[config.mk]
export PLATFORM = sky130hd
export DESIGN_NAME = sdrc_wb_burst_master
export DESIGN_NICKNAME = d
export VERILOG_FILES = /design/src/rtl/sdrc_wbm_pkg.sv /design/src/rtl/sdrc_wbm_pattern_gen.sv /design/src/rtl/sdrc_wb_burst_master.sv
export SDC_FILE = /design/constraint.sdc
export NUM_CORES = 1
export LEC_CHECK = 0
export BUFFER_PORTS_ARGS = -buffer_cell sky130_fd_sc_hd__buf_2
export CELL_PAD_IN_SITES_DETAIL_PLACEMENT = 1
export CELL_PAD_IN_SITES_GLOBAL_PLACEMENT = 1
export CORE_MARGIN = 2
export CORE_UTILIZATION = 40
export DETAILED_ROUTE_END_ITERATION = 10
export PLACE_DENSITY_LB_ADDON = 0.1
export SYNTH_ARGS = -nofsm -noshare
export SYNTH_HDL_FRONTEND = slang
export SYNTH_SLANG_ARGS = --single-unit
[constraint.sdc]
create_clock -name sys_clk -period 2.8 [get_ports sys_clk]
set_input_delay 0.7 -clock sys_clk [delete_from_list [all_inputs] [get_ports sys_clk]]
set_output_delay 0.7 -clock sys_clk [all_outputs]
set_load 0.02 [all_outputs]
[src/rtl/sdrc_wbm_pkg.sv]
// sdrc_wbm_pkg: shared types, constants and pattern helpers for the Wishbone burst master
// Contents: state_e FSM encoding, CTI codes, pattern key, LFSR polynomial,
//           pattern_f (address-XOR data) and lfsr_next_f (Galois LFSR step).
package sdrc_wbm_pkg;
  typedef enum logic [1:0] {IDLE, BURST, DONE} state_e;
  localparam logic [2:0] CTI_INCR = 3'b010;
  localparam logic [2:0] CTI_EOB = 3'b111;
  localparam logic [31:0] PATTERN_KEY = 32'hA5A5_0000;
  localparam logic [31:0] LFSR_POLY = 32'h8020_0003;
  function automatic logic [31:0] pattern_f(input logic [31:0] addr);
    return addr ^ PATTERN_KEY;
  endfunction
  function automatic logic [31:0] lfsr_next_f(input logic [31:0] s);
    return {1'b0, s[31:1]} ^ (s[0] ? LFSR_POLY : 32'h0);
  endfunction
endpackage

[src/rtl/sdrc_wbm_pattern_gen.sv]
// sdrc_wbm_pattern_gen: deterministic per-beat data generator (address-XOR or Galois LFSR)
// Ports: clk, rst_n (async active-low), load_i (restart from start_i),
//        adv_i (step to next beat), start_i (burst start byte address), data_o (current beat data).
// Build option: SDRC_WBM_LFSR_PATTERN_EN selects the LFSR sequence instead of address-XOR.
module sdrc_wbm_pattern_gen
  import sdrc_wbm_pkg::*;
#(
  parameter int AW   = 26,
  parameter int STEP = 4
) (
  input  logic          clk,
  input  logic          rst_n,
  input  logic          load_i,
  input  logic          adv_i,
  input  logic [AW-1:0] start_i,
  output logic [31:0]   data_o
);
`ifdef SDRC_WBM_LFSR_PATTERN_EN
  logic [31:0] lfsr_q, lfsr_d;
  always_comb lfsr_d = load_i ? (32'(start_i) ^ PATTERN_KEY) : adv_i ? lfsr_next_f(lfsr_q) : lfsr_q;
  always_ff @(posedge clk or negedge rst_n)
    if (!rst_n) lfsr_q <= '0;
    else lfsr_q <= lfsr_d;
  assign data_o = lfsr_q;
`else
  // Tracks the beat address on its own so data is a pure function of the beat position.
  logic [AW-1:0] addr_q, addr_d;
  always_comb addr_d = load_i ? start_i : adv_i ? addr_q + AW'(STEP) : addr_q;
  always_ff @(posedge clk or negedge rst_n)
    if (!rst_n) addr_q <= '0;
    else addr_q <= addr_d;
  assign data_o = pattern_f(32'(addr_q));
`endif
endmodule

[src/rtl/sdrc_wb_burst_master.sv]
// sdrc_wb_burst_master: Wishbone burst master generating pattern writes and checked reads
// Ports:
//   sys_clk, resetn (async active-low)
//   cmd_valid/cmd_ready/cmd_wr/cmd_addr/cmd_len : one-at-a-time command (len 0 => 1 beat)
//   err_clr                                     : clears err_cnt, first_err_addr, timeout
//   wb_cyc_o/wb_stb_o/wb_we_o/wb_addr_o/wb_dat_o/wb_sel_o/wb_cti_o, wb_ack_i/wb_dat_i : Wishbone master
//   busy, done (1-cycle pulse), err_cnt (saturating), first_err_addr, timeout (sticky)
// Build option: SDRC_WBM_LFSR_PATTERN_EN switches the data pattern to a Galois LFSR.
module sdrc_wb_burst_master
  import sdrc_wbm_pkg::*;
#(
  parameter int APP_AW = 26,
  parameter int SDR_DW = 32,
  parameter int SDR_BW = 4,
  parameter int BL_W   = 8,
  parameter int TO_CYC = 1023
) (
  input  logic              sys_clk,
  input  logic              resetn,
  input  logic              cmd_valid,
  output logic              cmd_ready,
  input  logic              cmd_wr,
  input  logic [APP_AW-1:0] cmd_addr,
  input  logic [BL_W-1:0]   cmd_len,
  input  logic              err_clr,
  output logic              wb_cyc_o,
  output logic              wb_stb_o,
  output logic              wb_we_o,
  output logic [APP_AW-1:0] wb_addr_o,
  output logic [SDR_DW-1:0] wb_dat_o,
  output logic [SDR_BW-1:0] wb_sel_o,
  output logic [2:0]        wb_cti_o,
  input  logic              wb_ack_i,
  input  logic [SDR_DW-1:0] wb_dat_i,
  output logic              busy,
  output logic              done,
  output logic [15:0]       err_cnt,
  output logic [APP_AW-1:0] first_err_addr,
  output logic              timeout
);
  localparam int SW = $clog2(TO_CYC + 1);
  state_e state_q, state_d;
  logic we_q, we_d;
  logic [APP_AW-1:0] addr_q, addr_d, first_q, first_d;
  logic [BL_W-1:0] rem_q, rem_d;
  logic [SW-1:0] stall_q, stall_d;
  logic [15:0] err_q, err_d, err_base;
  logic to_q, to_d;
  logic in_burst, load, ack, last, stall_hit, mismatch;
  logic [31:0] wr_data, exp_data;
  assign in_burst = state_q == BURST;
  assign load = state_q == IDLE && cmd_valid;
  assign ack = in_burst && wb_ack_i;
  assign last = rem_q == BL_W'(1);
  assign stall_hit = in_burst && !wb_ack_i && stall_q == SW'(TO_CYC - 1);
  assign mismatch = ack && !we_q && wb_dat_i != exp_data;
  always_comb begin
    state_d = state_q;
    case (state_q)
      IDLE:    if (cmd_valid) state_d = BURST;
      BURST:   if ((ack && last) || stall_hit) state_d = DONE;
      default: state_d = IDLE;
    endcase
  end
  always_comb begin
    we_d = load ? cmd_wr : we_q;
    addr_d = load ? cmd_addr : ack ? addr_q + APP_AW'(SDR_BW) : addr_q;
    rem_d = load ? (cmd_len == '0 ? BL_W'(1) : cmd_len) : ack ? rem_q - BL_W'(1) : rem_q;
    stall_d = (!in_burst || ack) ? '0 : stall_q + SW'(1);
    // Clear is applied first so a same-cycle mismatch still registers as the first error.
    err_base = err_clr ? '0 : err_q;
    err_d = (mismatch && err_base != 16'hFFFF) ? err_base + 16'd1 : err_base;
    first_d = (mismatch && err_base == '0) ? addr_q : err_clr ? '0 : first_q;
    to_d = stall_hit || (!err_clr && to_q);
  end
  always_ff @(posedge sys_clk or negedge resetn)
    if (!resetn) begin
      state_q <= IDLE;
      we_q <= 1'b0;
      addr_q <= '0;
      rem_q <= '0;
      stall_q <= '0;
      err_q <= '0;
      first_q <= '0;
      to_q <= 1'b0;
    end else begin
      state_q <= state_d;
      we_q <= we_d;
      addr_q <= addr_d;
      rem_q <= rem_d;
      stall_q <= stall_d;
      err_q <= err_d;
      first_q <= first_d;
      to_q <= to_d;
    end
`ifdef SDRC_WBM_LFSR_PATTERN_EN
  sdrc_wbm_pattern_gen #(.AW(APP_AW), .STEP(SDR_BW)) u_wr_gen (
    .clk(sys_clk), .rst_n(resetn), .load_i(load), .adv_i(ack && we_q),
    .start_i(cmd_addr), .data_o(wr_data)
  );
  sdrc_wbm_pattern_gen #(.AW(APP_AW), .STEP(SDR_BW)) u_exp_gen (
    .clk(sys_clk), .rst_n(resetn), .load_i(load), .adv_i(ack && !we_q),
    .start_i(cmd_addr), .data_o(exp_data)
  );
`else
  sdrc_wbm_pattern_gen #(.AW(APP_AW), .STEP(SDR_BW)) u_gen (
    .clk(sys_clk), .rst_n(resetn), .load_i(load), .adv_i(ack),
    .start_i(cmd_addr), .data_o(wr_data)
  );
  assign exp_data = wr_data;
`endif
  // Bus outputs derive from registered state so an async reset drops cyc/stb immediately.
  assign cmd_ready = state_q == IDLE;
  assign wb_cyc_o = in_burst;
  assign wb_stb_o = in_burst;
  assign wb_we_o = in_burst && we_q;
  assign wb_addr_o = addr_q;
  assign wb_dat_o = (in_burst && we_q) ? wr_data : '0;
  assign wb_sel_o = in_burst ? '1 : '0;
  assign wb_cti_o = in_burst ? (last ? CTI_EOB : CTI_INCR) : 3'b000;
  assign busy = state_q != IDLE;
  assign done = state_q == DONE;
  assign err_cnt = err_q;
  assign first_err_addr = first_q;
  assign timeout = to_q;
endmodule

# Word-level counts from Yosys, hierarchy flattened
# Index checks and enable logic that the tools add are counted.
# classes
n_eq_ne	8
div_mod_pow	0
shifts	0
muxes	19
n_addsub	5
reduce_logical	25
n_bitwise	1
n_mul	0
magnitude_cmp	0
# ops
op	n
26-bit two-way mux	6
26-bit by 3-bit adder with 26-bit output (second input constant)	2
16-bit two-way mux	2
32-bit two-way mux	1
32-bit inequality test	1
8-bit two-way mux	3
16-bit by 1-bit adder with 16-bit output (second input constant)	1
16-bit zero test	1
16-bit inequality test (second input constant)	1
1-bit logical AND	11
10-bit by 1-bit adder with 10-bit output (second input constant)	1
10-bit equality test (second input constant)	1
10-bit two-way mux	1
8-bit by 1-bit equality test with 1-bit output (second input constant)	1
8-bit zero test	1
5-bit inverter with 8-bit output	1
8-bit by 1-bit subtractor with 8-bit output (second input constant)	1
3-bit two-way mux	2
2-bit nonzero test	3
1-bit zero test	4
2-bit two-way mux	2
4-bit two-way mux	1
2-bit one-hot mux with 2 select lines	1
1-bit logical OR	3
other kinds (6)	6
# totals
latchBits	0
regBits	116
out_inout_bits	114
n_memories	0
word_cells	67
rom_bits	0
mem_bits_rw	0

# Logic depth before layout (Yosys ltp)
# logic_depth
ltp_word	6
ltp_mapped	10
depth_no_buf	9

# Hierarchy
# A second synthesis with hierarchy kept.
# hier_totals
hier_cells	751
area_unflattened_um2	6993.0
# by_module_without_submodules
module	cells_per_inst	area_per_inst_um2	seq_area_each_um2	n_inst
sdrc_wb_burst_master	560	5330.1	2252.2	1
sdrc_wbm_pattern_gen	191	1662.8	650.6	1

# Worst setup path after synthesis
# OpenSTA, ideal clock, no wires.
# synth_timing
path_kind	register to output
from	register rem_q[3]
to	output wb_cti_o[2]
stages_incl_launch_ff	6
path_slack_ns	0.133
arrival_time_ns	1.967
path_cell_list	dfrtp_1 nor4_1 nor2b_1 nand3b_1 nor3b_1 buf_4
# synth_between
elab_chain_len	3
# synth_lines
element	line	rtl
start: declaration	sdrc_wb_burst_master.sv:45	logic [BL_W-1:0] rem_q, rem_d;
start signal: assignment	sdrc_wb_burst_master.sv:90	rem_q <= rem_d;
8-bit by 1-bit equality test with 1-bit output	sdrc_wb_burst_master.sv:54	assign last = rem_q == BL_W'(1);
3-bit two-way mux (2 in series)	sdrc_wb_burst_master.sv:120	assign wb_cti_o = in_burst ? (last ? CTI_EOB : CTI_INCR) : 3'b000;
end: declaration	sdrc_wb_burst_master.sv:32	output logic [2:0] wb_cti_o,
# Every way passes these cells.

# Final worst setup path
# Ends and elaborated chain as after synthesis.

==> results.ini <==
[sta]
clock.fmax_mhz = 370
fin_skew_ns = 0.00692
setup_violations = 0
slew_viol_final = 0
relSlewSlack_pct = 43.0
period_share_pct = 96.4
tightest_slew_ns = 0.856
min_period_ns = 2.70
hold_viol = 0
hold_slack_ns = 0.304
setup_ws_ns = 0.100
finalSetupTns_ns = 0

[cts]
clockBufferDepth = 2
clock-sinks = 114
cts_tree = yes
root_buffer = clkbuf_16
clk_latency_ns = 0.42
cts_buffers = 17
path_clk_slew_ns = 0.06
cts_hold_buf = 0
h-tree-depth = 4

[setup_path]
r2r_cells = 8
cp.arrival_ns = 2.00
reg2reg_slack_ns = 0.26
criticalPathCategory = reg2out
path_cells = nor4_4 > nor2b_4 > nand3b_1 > nor3b_2 > buf_2
rr_startpoint = wb_addr_o[0]
worst_r2r_endpoint = first_err_addr[19]
critPathCaptureType = output port
worstPathRequired_ns = 2.10
path_delay_family = simple AND/OR/NAND/NOR gates
max_stage_delay_ns = 0.45
critPathBufInv = 1
path_max_fanout = 6
worst_path_max_delay_cell = dfrtp_2
critPathLaunchType = register

[drt]
drc = 0
drt-total-wl_um = 22000
wl_per_cell_um = 19.9
drt_iter0_markers = 374
drtAntennaViolNets = 0
drtPass1Iterations = 4
vias = 5981
via_per_inst = 5.42

[placement]
dp_worst_setup_slack_ns = -0.0996
hpwl_um = 16000
io_buffers = 182
gp_congestion = 0.867

[synth]
synth_area_leaders = dfrtp_1, xor2_1, mux2_4
yosysMostFrequentCell = dfrtp_1
synth_edf_count = 0
synth_cell_types = 54
yosys_warnings = 0
synth_flop_cell = dfrtp_1
syn-mean-instance-area_um2 = 9.51
synth.top_cell.area_share_pct = 43.3
yosys.area.top_type = dfrtp_1
ys_ff_latch = 114
async_flop_share_pct = 100
netlist_top_cells_count = dfrtp_1, nor2_1, nand2_1
seq_area_frac_synth_pct = 43.3
netlist_instances = 693
syn_area_um2 = 6590

[global_route]
met1_usage_pct = 33.3
grt_usage_pct = 25.3
busiest_layer = met2
use_met2_pct = 42.0
use_met3_pct = 4.61
grt_pass1_wl_um = 34900
overflow = 0
grt_max_degree = 48
grt_pass1_vias = 6351
antenna_found_initial = 1

[die]
core_um2 = 16000
fp-row-count = 46
initial_core_util_pct = 41.2
die_h_um = 132
dieWidth_um = 132
die_area_um2 = 17500
io_pins = 186

[finish]
final_util_pct = 52.5
nets = 955
layout-drive-gt1-share_pct = 31.7
synthToLayoutAreaGrowth_pct = 27.4

[status]
status = finished, final reports clean

[power]
peakVddDrop_mv = 0.540
p_leak_uw = 0.00394
power_density_nw_per_um2 = 1150

[min_path]
min_path_type = in2async

[run]
maxCapViolCount = 0

## worst max-delay path by stage
stage	start	endpoint	cells after the start
after CTS	rem_q[3]	wb_cti_o[2]	5
after global routing	rem_q[3]	wb_cti_o[2]	5
after global placement	wb_dat_i[3]	first_err_addr[19]	9
after floorplan	rem_q[3]	wb_cti_o[2]	5
final	rem_q[3]	wb_cti_o[2]	5
after detailed placement	wb_dat_i[3]	first_err_addr[15]	9
## cell families after synthesis
logic type	count (synthesis)	synth area share (%)
fa+ha+maj	8	1.52
flops	114	43.3
simple gates	309	25.5
mux	28	5.92
other cells	1	0.0569
buf+inv	60	4.97
xor+xnor	78	10.4
compound gates	95	8.44
## cell usage in the layout, fill, tap and decap left out, drive strengths merged, types with 6 or more instances in the layout
cell	count
xor2	51
nor3	12
and4	6
inv	13
dfrtp	114
mux2	28
clkbuf	18
xnor2	27
a21oi	54
nand2	57
nor2b	34
nand2b	9
a31oi	7
buf	208
and3	26
nor4	14
nand4	21
or3	9
ha	8
o21ai	15
nand3	28
nor2	62
## power breakdown
part | switching [uW] | internal [uW]
clock network | 809 | 1510
logic | 2470 | 1750
registers | 845 | 2280
## state kept, by name (all words and copies together) (netlist names)
name and cells:
err_cnt 16, first_err_addr 26, rem_q 8, stall_q 10
state_q 2, timeout 1, u_gen.addr_q 25, wb_addr_o 25
we_q 1
## timing repair
action	4_1_cts	5_1_grt
resized for setup	3	3
setup buffers	0	0
setup endpoints to repair	2	2
pin swaps	0	1
## through the flow
stage | instance area (um^2) | cells | total power, uW
6_report | 8400 | 1104 | 9660
5_1_grt | 8400 | 1104 | 10200
4_1_cts | 8380 | 1103 | 9690
3_5_place_dp | 7740 | 1072 | 7280
3_3_place_gp | 7740 | 1072 | 7130
2_1_floorplan | 6600 | 695 | 5850
## area by class of cell
cell class	count	area (um^2)
flip-flops and latches	114	2850
diodes	1	2.50
inverters	13	48.8
well taps	216	270
clock buffers	18	439
repair buffers	208	1150
clock inverters	13	186
fillers	1909	7600
multi-input cells	521	3450
## per-layer routing
layer  wire, um  share of wire (%)
met4        422                1.9
met1       9830                 45
met2      10600                 48
met3       1100                5.0
met5          0                  0
## worst reg2reg max path, stage by stage, from the launching register on
cell     delay (ns)
dfrtp_1        0.47
xor2_1         0.20
nor2_1         0.20
or4b_1         0.48
nor3_2         0.17
buf_4          0.16
or3_1          0.15
buf_12         0.22
mux2_2         0.38
Power figures use the tool's default switching activity.
